**src/rtl/vec9_stim.sv**
```systemverilog
// vec9_stim: pattern stimulus generator. It accepts one command (op, seed,
// len) and emits len+1 beats. Each beat is the previous beat transformed by
// op: shift left, logical shift right, arithmetic shift right or invert.
// Optional feature macro VEC9_STIM_PARITY_EN adds the out_parity output
// (XOR of out_data, qualified by out_valid).
module vec9_stim #(
  parameter int WIDTH = 9
) (
  input  logic             clk,
  input  logic             rst_n,
  input  logic             cmd_valid,
  output logic             cmd_ready,
  input  logic [1:0]       cmd_op,
  input  logic [3:0]       cmd_len,
  input  logic [WIDTH-1:0] cmd_seed,
  output logic             out_valid,
  input  logic             out_ready,
  output logic [WIDTH-1:0] out_data,
  output logic             out_last,
  output logic             busy
`ifdef VEC9_STIM_PARITY_EN
  ,
  output logic             out_parity
`endif
);

  typedef enum logic {IDLE = 1'b0, RUN = 1'b1} state_t;

  state_t           state, state_nxt;
  logic [1:0]       op_q;
  logic [3:0]       cnt_q;   // beats remaining after the current one
  logic [WIDTH-1:0] data_q;
  logic             cmd_hs, out_hs;

  // One pattern step. Every result is exactly WIDTH bits wide, so it is
  // truncated by construction.
  function automatic logic [WIDTH-1:0] apply_op(input logic [1:0] op,
                                                input logic [WIDTH-1:0] v);
    case (op)
      2'b00:   apply_op = {v[WIDTH-2:0], 1'b0};
      2'b01:   apply_op = {1'b0, v[WIDTH-1:1]};
      2'b10:   apply_op = {v[WIDTH-1], v[WIDTH-1:1]};
      default: apply_op = ~v;
    endcase
  endfunction

  // State register; reset aborts any command in flight.
  always_ff @(posedge clk or negedge rst_n) begin
    if (!rst_n) state <= IDLE;
    else        state <= state_nxt;
  end

  // Next state and handshake outputs. These decode from state only, so
  // reset clears them without waiting for a clock.
  always_comb begin
    state_nxt = state;
    cmd_ready = 1'b0;
    out_valid = 1'b0;
    busy      = 1'b0;
    case (state)
      IDLE: begin
        cmd_ready = 1'b1;
        if (cmd_valid) state_nxt = RUN;
      end
      RUN: begin
        out_valid = 1'b1;
        busy      = 1'b1;
        if (out_ready && cnt_q == 4'd0) state_nxt = IDLE;
      end
      default: state_nxt = IDLE;
    endcase
  end

  assign cmd_hs   = cmd_valid & cmd_ready;
  assign out_hs   = out_valid & out_ready;
  assign out_last = out_valid & (cnt_q == 4'd0);
  assign out_data = data_q;

  // Datapath. A command load seeds the beat. Each accepted beat advances
  // the pattern and counts down. A stalled beat holds every register.
  always_ff @(posedge clk or negedge rst_n) begin
    if (!rst_n) begin
      op_q   <= 2'b00;
      cnt_q  <= 4'd0;
      data_q <= '0;
    end else if (cmd_hs) begin
      op_q   <= cmd_op;
      cnt_q  <= cmd_len;
      data_q <= cmd_seed;
    end else if (out_hs) begin
      data_q <= apply_op(op_q, data_q);
      cnt_q  <= cnt_q - 4'd1;
    end
  end

`ifdef VEC9_STIM_PARITY_EN
  assign out_parity = out_valid & (^data_q);
`endif

endmodule

```
**config.mk**
```make
export PLATFORM = sky130hd
export DESIGN_NAME = vec9_stim
export DESIGN_NICKNAME = d
export VERILOG_FILES = /design/src/rtl/vec9_stim.sv
export SDC_FILE = /design/constraint.sdc
export NUM_CORES = 1
export LEC_CHECK = 0
export BUFFER_PORTS_ARGS = -buffer_cell sky130_fd_sc_hd__buf_4
export CAP_MARGIN = 20
export CORE_UTILIZATION = 50
export DETAILED_ROUTE_END_ITERATION = 12
export PLACE_DENSITY = 0.79
export SLEW_MARGIN = 40
export SYNTH_ARGS = -nofsm -noshare
export SYNTH_HDL_FRONTEND = slang
export SYNTH_SLANG_ARGS = --single-unit
```
**constraint.sdc**
```tcl
create_clock -name clk -period 1.55 [get_ports clk]
set_input_delay 0 -clock clk [delete_from_list [all_inputs] [get_ports clk]]
set_output_delay 0 -clock clk [all_outputs]
set_load 0.01 [all_outputs]
```
==> impl_metrics.ini, run 1 <==
[cells_and_area]
fin_nets = 194
drive_above_1_share_pct = 26.3
diodes = 0
syn_to_final_growth_pct = 35.5

[clock_tree]
clkTransAtPathRegs_ns = 0.09
clk_latency_ns = 0.28
h-tree-depth = 1
cts_tree = yes
cts_buffers = 3
cts.repair_timing.setup_buffer_count = 0
root_buffer = clkbuf_4
clock-sinks = 16
clockBufferDepth = 2

[place]
post-dp-hpwl_um = 1970
io_buffers = 31
gp_congestion = 0.798

[timing]
setup_viol = 0
grt_setup_unrepaired = false
timing.fmax_ghz = 0.747
finalMaxSlewViolations = 0
finalHoldViolCount = 0
clock_skew_ns = 0.00105
min_period_ns = 1.34
fin_tns_setup_ns = 0
holdWs_ns = 0.0216
maxSlewHeadroom_pct = 74.7
period_share_pct = 86.4
worst_slew_pin_slew_ns = 0.379

[floorplan]
row_count = 16
die_area_mm2 = 0.00238
dieHeight_um = 48.7
initial_core_util_pct = 54.6
die_w_um = 48.7
num_io_pins = 32
core_mm2 = 0.00200

[synthesis]
yosysSeqAreaShare_pct = 36.7
synthCells = 129
synth-async-reset-ratio_pct = 100
yosysTopAreaCell = dfrtp_1
synthDominantCellAreaShare_pct = 36.7
synth_fp_nets = 150
synth.distinct_cells = 33
synth-seq-cells = 16
ys_warn_count = 0
synth_area_per_cell_um2 = 8.47
synth_edf_count = 0
syn_area_mm2 = 0.00109
synth_area_leaders = dfrtp_1 (37%), a21oi_1 (9.6%), mux2i_1 (6.4%), o21a_1 (4.1%), nor2_1 (3.8%)
synth_ff_type = dfrtp_1

[worst_setup_path]
critPathKind = reg2out
cp-end-kind = output port
critPathMaxStageDelay_ns = 0.45
critPathMaxFanout = 4
crit_path_top_delay_cell = dfrtp_1
critPathLaunchType = register
crit_chain = inv_1 -> ha_1 -> and3_1 -> buf_4
crit_required_ns = 1.55
crit_arrival_ns = 1.34

[outcome]
status = completed

[global_route]
antenna_found_initial = 0
grt_pass1_wl_um = 4750
grt_max_degree = 17
grt_pass1_vias = 1053
gr-total-overflow = 0
grt_usage_pct = 25.6

[routing]
wirelength_um = 2760
dr.pass1.iters = 6
vias_per_cell = 5.44
vias = 1078
drc_errors = 0
drt_iter0_markers = 14
drtAntennaViolNets = 0
wl_per_cell_um = 13.9

[pwr]
powerDensity_mw_per_mm2 = 1850
vdd_ir_drop_max_mv = 1.19
leakagePower_nw = 0.706

[run]
maxCapViolCount = 0

[worst_hold_path]
worst_hold_path_type = in2reg
[synth_stat cells, types with 2 or more instances]
master and n:
buf_2 6, o21ai_0 6, inv_1 6, buf_4 3, o21ai_1 7, xor2_1 3, nor2b_1 5, o21a_1 6
dfrtp_1 16, nor3_1 2, nand2_1 9, nor2_1 11, mux2i_1 7, a21oi_1 21, ha_1 2, and3_1 2
[cells by family (layout without fill, tap and decap cells)]
family                     after synthesis  count (layout)  share of synthesized area, %
xor gates and xnor gates                 4               4                          3.21
AOI/OAI and AO/OA                       50              50                          27.5
DFF                                     16              16                          36.7
buffers and inverters                   16              58                          7.90
muxes                                    8               8                          7.45
and+or+nand+nor                         33              33                          15.0
adders and majority gates                2               2                          2.29
[through the flow]
| step | setup WS [ns] | util, % | instance area, um2 | power, W | std cells |
|---|---|---|---|---|---|
| floorplan | 0.387 | - | 1090 | 0.00196 | 129 |
| global placement | 0.345 | 67.3 | 1350 | 0.00241 | 184 |
| detailed placement | 0.303 | 67.3 | 1350 | 0.00249 | 184 |
| CTS | 0.206 | 73.9 | 1480 | 0.00274 | 198 |
| global route | 0.134 | 73.9 | 1480 | 0.00299 | 198 |
| finish | 0.211 | 73.9 | 1480 | 0.00274 | 198 |
[final cells by class]
type                    count  area [um2]
repair buffers             49         395
flip-flops and latches     16         400
clock buffers               3        22.5
inverters                   6        22.5
multi-input cells          97         606
well taps                  27        33.8
fillers                   165         522
[metal layers]
metal | wire [um] | GRT usage (%) | vias up
met3 | 116 | 2.52 | 4
met2 | 1410 | 44.7 | 34
li1 | - | - | 534
met4 | 26 | 6.37 | 0
met1 | 1200 | 33.8 | 506
met5 | 0 | 0 | -
[final timing paths]
path,from,endpoint,slack [ns],depth (start not counted)
max,cnt_q[0],out_last,0.21,4
min,cmd_len[0],cnt_q[0],0.02,3
max reg2reg,state,out_data[7],0.28,5
min reg2reg,cnt_q[1],cnt_q[1],0.60,2
max in group asynchronous,rst_n,out_data[4],1.26,2
min in group asynchronous,rst_n,cnt_q[0],0.11,2
[state kept, by name, summed over array words and instances (netlist names)]
signal / count
out_data: 9
cnt_q: 4
op_q: 2
state: 1
[power breakdown]
| part | switching, W | internal, W |
|---|---|---|
| Sequential | 0.000256 | 0.000625 |
| Combinational | 0.000838 | 0.000804 |
| Clock | 0.000126 | 0.0000900 |
[worst max-delay path, delay by kind of cell (launching register included)]
kind | cells | cell delay (ns)
adders and majority gates | 1 | 0.22
buffers and inverters | 2 | 0.23
DFF | 1 | 0.45
and+or+nand+nor | 1 | 0.17
[placed cells by master, fill, tap and decap left out, types with 6 or more instances in the layout]
cell type      instances
buf_4                 38
a21oi_1               21
dfrtp_1               16
nor2_1                11
dlygate4sd3_1         11
nand2_1                9
mux2i_1                7
o21ai_1                7
inv_1                  6
o21ai_0                6
o21a_1                 6
[timing repair]
item | 4_1_cts | 5_1_grt
hold endpoints to repair | 26 | 0
gates resized for setup | 0 | 0
hold buffers | 11 | 0
(Power assumes the default switching activity.)
==> run 2: changes to the inputs <==
clock period = 1.5 ns   (was 1.55 ns; I/O delays follow)
==> impl_metrics.ini, run 2 (synthesis results as in run 1) <==
[outcome]
status = completed

[cells_and_area]
final_common_cell = buf_4
fin_cells = 198
final_util_pct = 74.3
drive_above_1_share_pct = 26.3
largest_reg_flops = 9
final_cell_mix = buf_4 (37), a21oi_1 (21), dfrtp_1 (16)
syn_to_final_growth_pct = 36.1
fin_nets = 193
diodes = 0

[timing]
period_share_pct = 88.0
setup_viol = 0
maxSlewHeadroom_pct = 75.0
fin_tns_setup_ns = 0
min_period_ns = 1.32
clock_skew_ns = 0.00752
finalHoldViolCount = 0
timing.fmax_ghz = 0.757
finalMaxSlewViolations = 0
grt_setup_unrepaired = false
worst_slew_pin_slew_ns = 0.375

[clock_tree]
cts_buffers = 3
root_buffer = clkbuf_4
clock-sinks = 16
ctsHoldBuffers = 11
cts_tree = yes
cts.repair_timing.setup_buffer_count = 0
clk_latency_ns = 0.29
h-tree-depth = 1
clockBufferDepth = 2
cts_resized = 0
clkTransAtPathRegs_ns = 0.09

[global_route]
grt_pass1_wl_um = 4490
grt_pass1_vias = 1035
antenna_found_initial = 0
grt_usage_pct = 24.3
grt_max_degree = 17
gr-total-overflow = 0

[routing]
drc_errors = 0
wirelength_um = 2610
vias = 1074
drtAntennaViolNets = 0
drt_iter0_markers = 43
vias_per_cell = 5.42
wl_per_cell_um = 13.2
dr.pass1.iters = 4

[worst_setup_path]
crit_chain = inv_1 -> ha_1 -> and3_1 -> buf_4
critPathMaxStageDelay_ns = 0.44
critPathLaunchType = register
critPathKind = reg2out
crit_required_ns = 1.50
crit_family = flip-flops
cp-end-kind = output port
crit_arrival_ns = 1.32
crit_path_top_delay_cell = dfrtp_1
path_buf_inv = 2
critPathMaxFanout = 4

[run]
maxCapViolCount = 0

[floorplan]
num_io_pins = 32
dieHeight_um = 48.7
core_mm2 = 0.00200
die_area_mm2 = 0.00238
row_count = 16
initial_core_util_pct = 54.6
die_w_um = 48.7

[pwr]
leakagePower_nw = 0.708
p_switching_w = 0.00125
vdd_ir_drop_max_mv = 1.32
powerDensity_mw_per_mm2 = 1930
intPower_w = 0.00161
p_clk_share_pct = 10.3
seqPwrFrac_pct = 32.4
switching_share_pct = 43.7
comb_power_share_pct = 57.3

[place]
post-dp-hpwl_um = 1840
gp_congestion = 0.780
placed_cells = 183
io_buffers = 31

[worst_hold_path]
worst_hold_path_type = in2reg
run 2: cell types whose count changed in the layout (fill, tap and decap cells not counted):
cell / change
buf_4: -1
clkbuf_8: +1
run 2: tightest hold or removal path, delay by kind of cell:
family                 cells  cell delay (ns)
AOI/OAI and AO/OA          1             0.14
buffers and inverters      1             0.08
muxes                      1             0.05
run 2: power groups by stage:
stage / Combinational [W] / Sequential, W / Clock [W]
floorplan: 0.00112 / 0.000907 / 0
global placement: 0.00156 / 0.000916 / 0
detailed placement: 0.00161 / 0.000935 / 0
CTS: 0.00164 / 0.000926 / 0.000301
global route: 0.00183 / 0.000972 / 0.000320
finish: 0.00164 / 0.000930 / 0.000294
run 2: per-stage QoR:
| stage | hold WS, ns | total power, W | setup WS (ns) | cell area, um2 |
|---|---|---|---|---|
| after global placement | -0.126 | 0.00248 | 0.255 | 1340 |
| after global routing | 0.0355 | 0.00313 | 0.116 | 1490 |
| after floorplan | -0.296 | 0.00203 | 0.337 | 1090 |
| after CTS | 0.00815 | 0.00287 | 0.167 | 1490 |
| final | 0.0166 | 0.00287 | 0.180 | 1490 |
| after detailed placement | -0.127 | 0.00255 | 0.216 | 1340 |
run 2: final timing paths:
path,slack (ns),from,to,cells after the start
worst min-delay path,0.02,cmd_len[0],cnt_q[0],3
worst min register to register,0.58,state,out_data[8],1
min in group asynchronous,0.09,rst_n,out_data[7],2
worst max-delay path,0.18,cnt_q[0],out_last,4
worst max register to register,0.21,state,out_data[5],5
max in group asynchronous,1.22,rst_n,cnt_q[3],2
run 2: cell type report:
class                   count  area, um2
clock buffers               4       36.3
flip-flops and latches     16        400
inverters                   6       22.5
well taps                  27       33.8
repair buffers             48        388
fillers                   160        515
multi-input cells          97        606
run 2: per-layer routing:
metal	track usage, %	up-vias	part of all wire (%)
met1	32.3	491	45
met3	2.52	4	5.9
met2	39.6	44	49
li1	-	535	-
met4	11.3	0	0.65
met5	0	-	0
==> run 3: changes to the inputs <==
RECOVER_POWER = 100   (was not set)
==> impl_metrics.ini, run 3 (synthesis results as in run 1) <==
[outcome]
status = completed

[worst_setup_path]
crit_path_top_delay_cell = dfrtp_1
reg2regPathDepth = 4
critPathMaxStageDelay_ns = 0.46
cp-end-kind = output port
critPathLaunchType = register
critPathKind = reg2out
critPathMaxFanout = 8
crit_arrival_ns = 1.35
crit_chain = clkbuf_1 -> and3_1 -> clkbuf_1
cpMostUsedCell = clkbuf_1
crit_required_ns = 1.50

[floorplan]
num_io_pins = 32
row_count = 16
dieHeight_um = 48.7
initial_core_util_pct = 54.6
core_mm2 = 0.00200
die_w_um = 48.7
die_area_mm2 = 0.00238

[timing]
maxSlewHeadroom_pct = 39.8
setup_viol = 0
worst_slew_pin_slew_ns = 0.903
period_share_pct = 90.2
timing.fmax_ghz = 0.739
clock_skew_ns = 0.00557
finalHoldViolCount = 0
grt_setup_unrepaired = false
fin_tns_setup_ns = 0
min_period_ns = 1.35
finalMaxSlewViolations = 0
holdWs_ns = 0.0181

[routing]
vias = 1066
wirelength_um = 2620
vias_per_cell = 5.38
drtAntennaViolNets = 0
drt_iter0_markers = 39
wl_per_cell_um = 13.2
drc_errors = 0
dr.pass1.iters = 4

[clock_tree]
ctsHoldBuffers = 11
cts_resized = 0
root_buffer = clkbuf_4
clk_latency_ns = 0.29
cts.repair_timing.setup_buffer_count = 0
clkTransAtPathRegs_ns = 0.10
clock-sinks = 16
clockBufferDepth = 2
h-tree-depth = 1
cts_tree = yes
cts_buffers = 3

[cells_and_area]
final_cell_mix = a21oi_1 (21), buf_4 (21), dfrtp_1 (16)
syn_to_final_growth_pct = 30.7
drive_above_1_share_pct = 17.5
design_area_mm2 = 0.00143
largest_reg_flops = 9
diodes = 0
fin_nets = 193
final_util_pct = 71.3

[worst_hold_path]
worst_hold_path_type = in2reg
whs_path_depth = 3

[global_route]
grt_usage_pct = 24.3
gr-total-overflow = 0
grt_pass1_wl_um = 4490
antenna_found_initial = 0
grt_max_degree = 17
grt_pass1_vias = 1035

[place]
gp_congestion = 0.780
io_buffers = 31
post_dp_cell_area_mm2 = 0.00134
post-dp-hpwl_um = 1840

[pwr]
vdd_ir_drop_max_mv = 1.25
power_w = 0.00271
powerDensity_mw_per_mm2 = 1900
leakagePower_nw = 0.651

[run]
maxCapViolCount = 0
==> run 3: cell count changes in the layout (fill, tap and decap cells not counted) <==
| cell | delta |
|---|---|
| buf_4 | -16 |
| clkbuf_1 | +15 |
| clkbuf_2 | +1 |
| o21ai_0 | +7 |
| o21ai_1 | -7 |
==> run 3: metrics by stage <==
| step | setup WS, ns | instances |
|---|---|---|
| 3_5_place_dp | 0.216 | 183 |
| 4_1_cts | 0.167 | 198 |
| 3_3_place_gp | 0.255 | 183 |
| 6_report | 0.147 | 198 |
| 5_1_grt | 0.0679 | 198 |
| 2_1_floorplan | 0.337 | 129 |
==> run 3: final timing paths <==
check,startpoint,to,slack (ns)
worst max-delay path,state,out_last,0.15
worst min-delay path,cmd_len[0],cnt_q[0],0.02
worst max register to register,state,out_data[5],0.15
worst min register to register,state,out_data[8],0.58
max in group asynchronous,rst_n,cnt_q[1],0.60
min in group asynchronous,rst_n,out_data[7],0.34
==> run 3: layout make-up <==
cell class | instances | area, um2
Clock buffer | 4 | 36.3
Fill cell | 173 | 574
Inverter | 6 | 22.5
Multi-Input combinational cell | 97 | 606
Sequential cell | 16 | 400
Tap cell | 27 | 33.8
Timing Repair Buffer | 48 | 329
==> run 3: layer usage <==
metal | up-vias | wire (um) | track usage (%)
met4 | 0 | 24 | 11.3
met1 | 486 | 1180 | 32.3
met2 | 40 | 1260 | 39.6
met5 | - | 0 | 0
li1 | 536 | - | -
met3 | 4 | 154 | 2.52
==> run 3: worst max-delay path, delay by kind of cell, from the launching register on <==
| kind | cells | cell delay, ns |
|---|---|---|
| buffers and inverters | 2 | 0.41 |
| AND/OR/NAND/NOR | 1 | 0.20 |
| flip-flops | 1 | 0.46 |
==> run 3: where the power goes <==
group          internal [W]  total, W  switching, W
logic              0.000679   0.00149      0.000810
clock network      0.000148  0.000294      0.000146
registers          0.000645  0.000927      0.000281
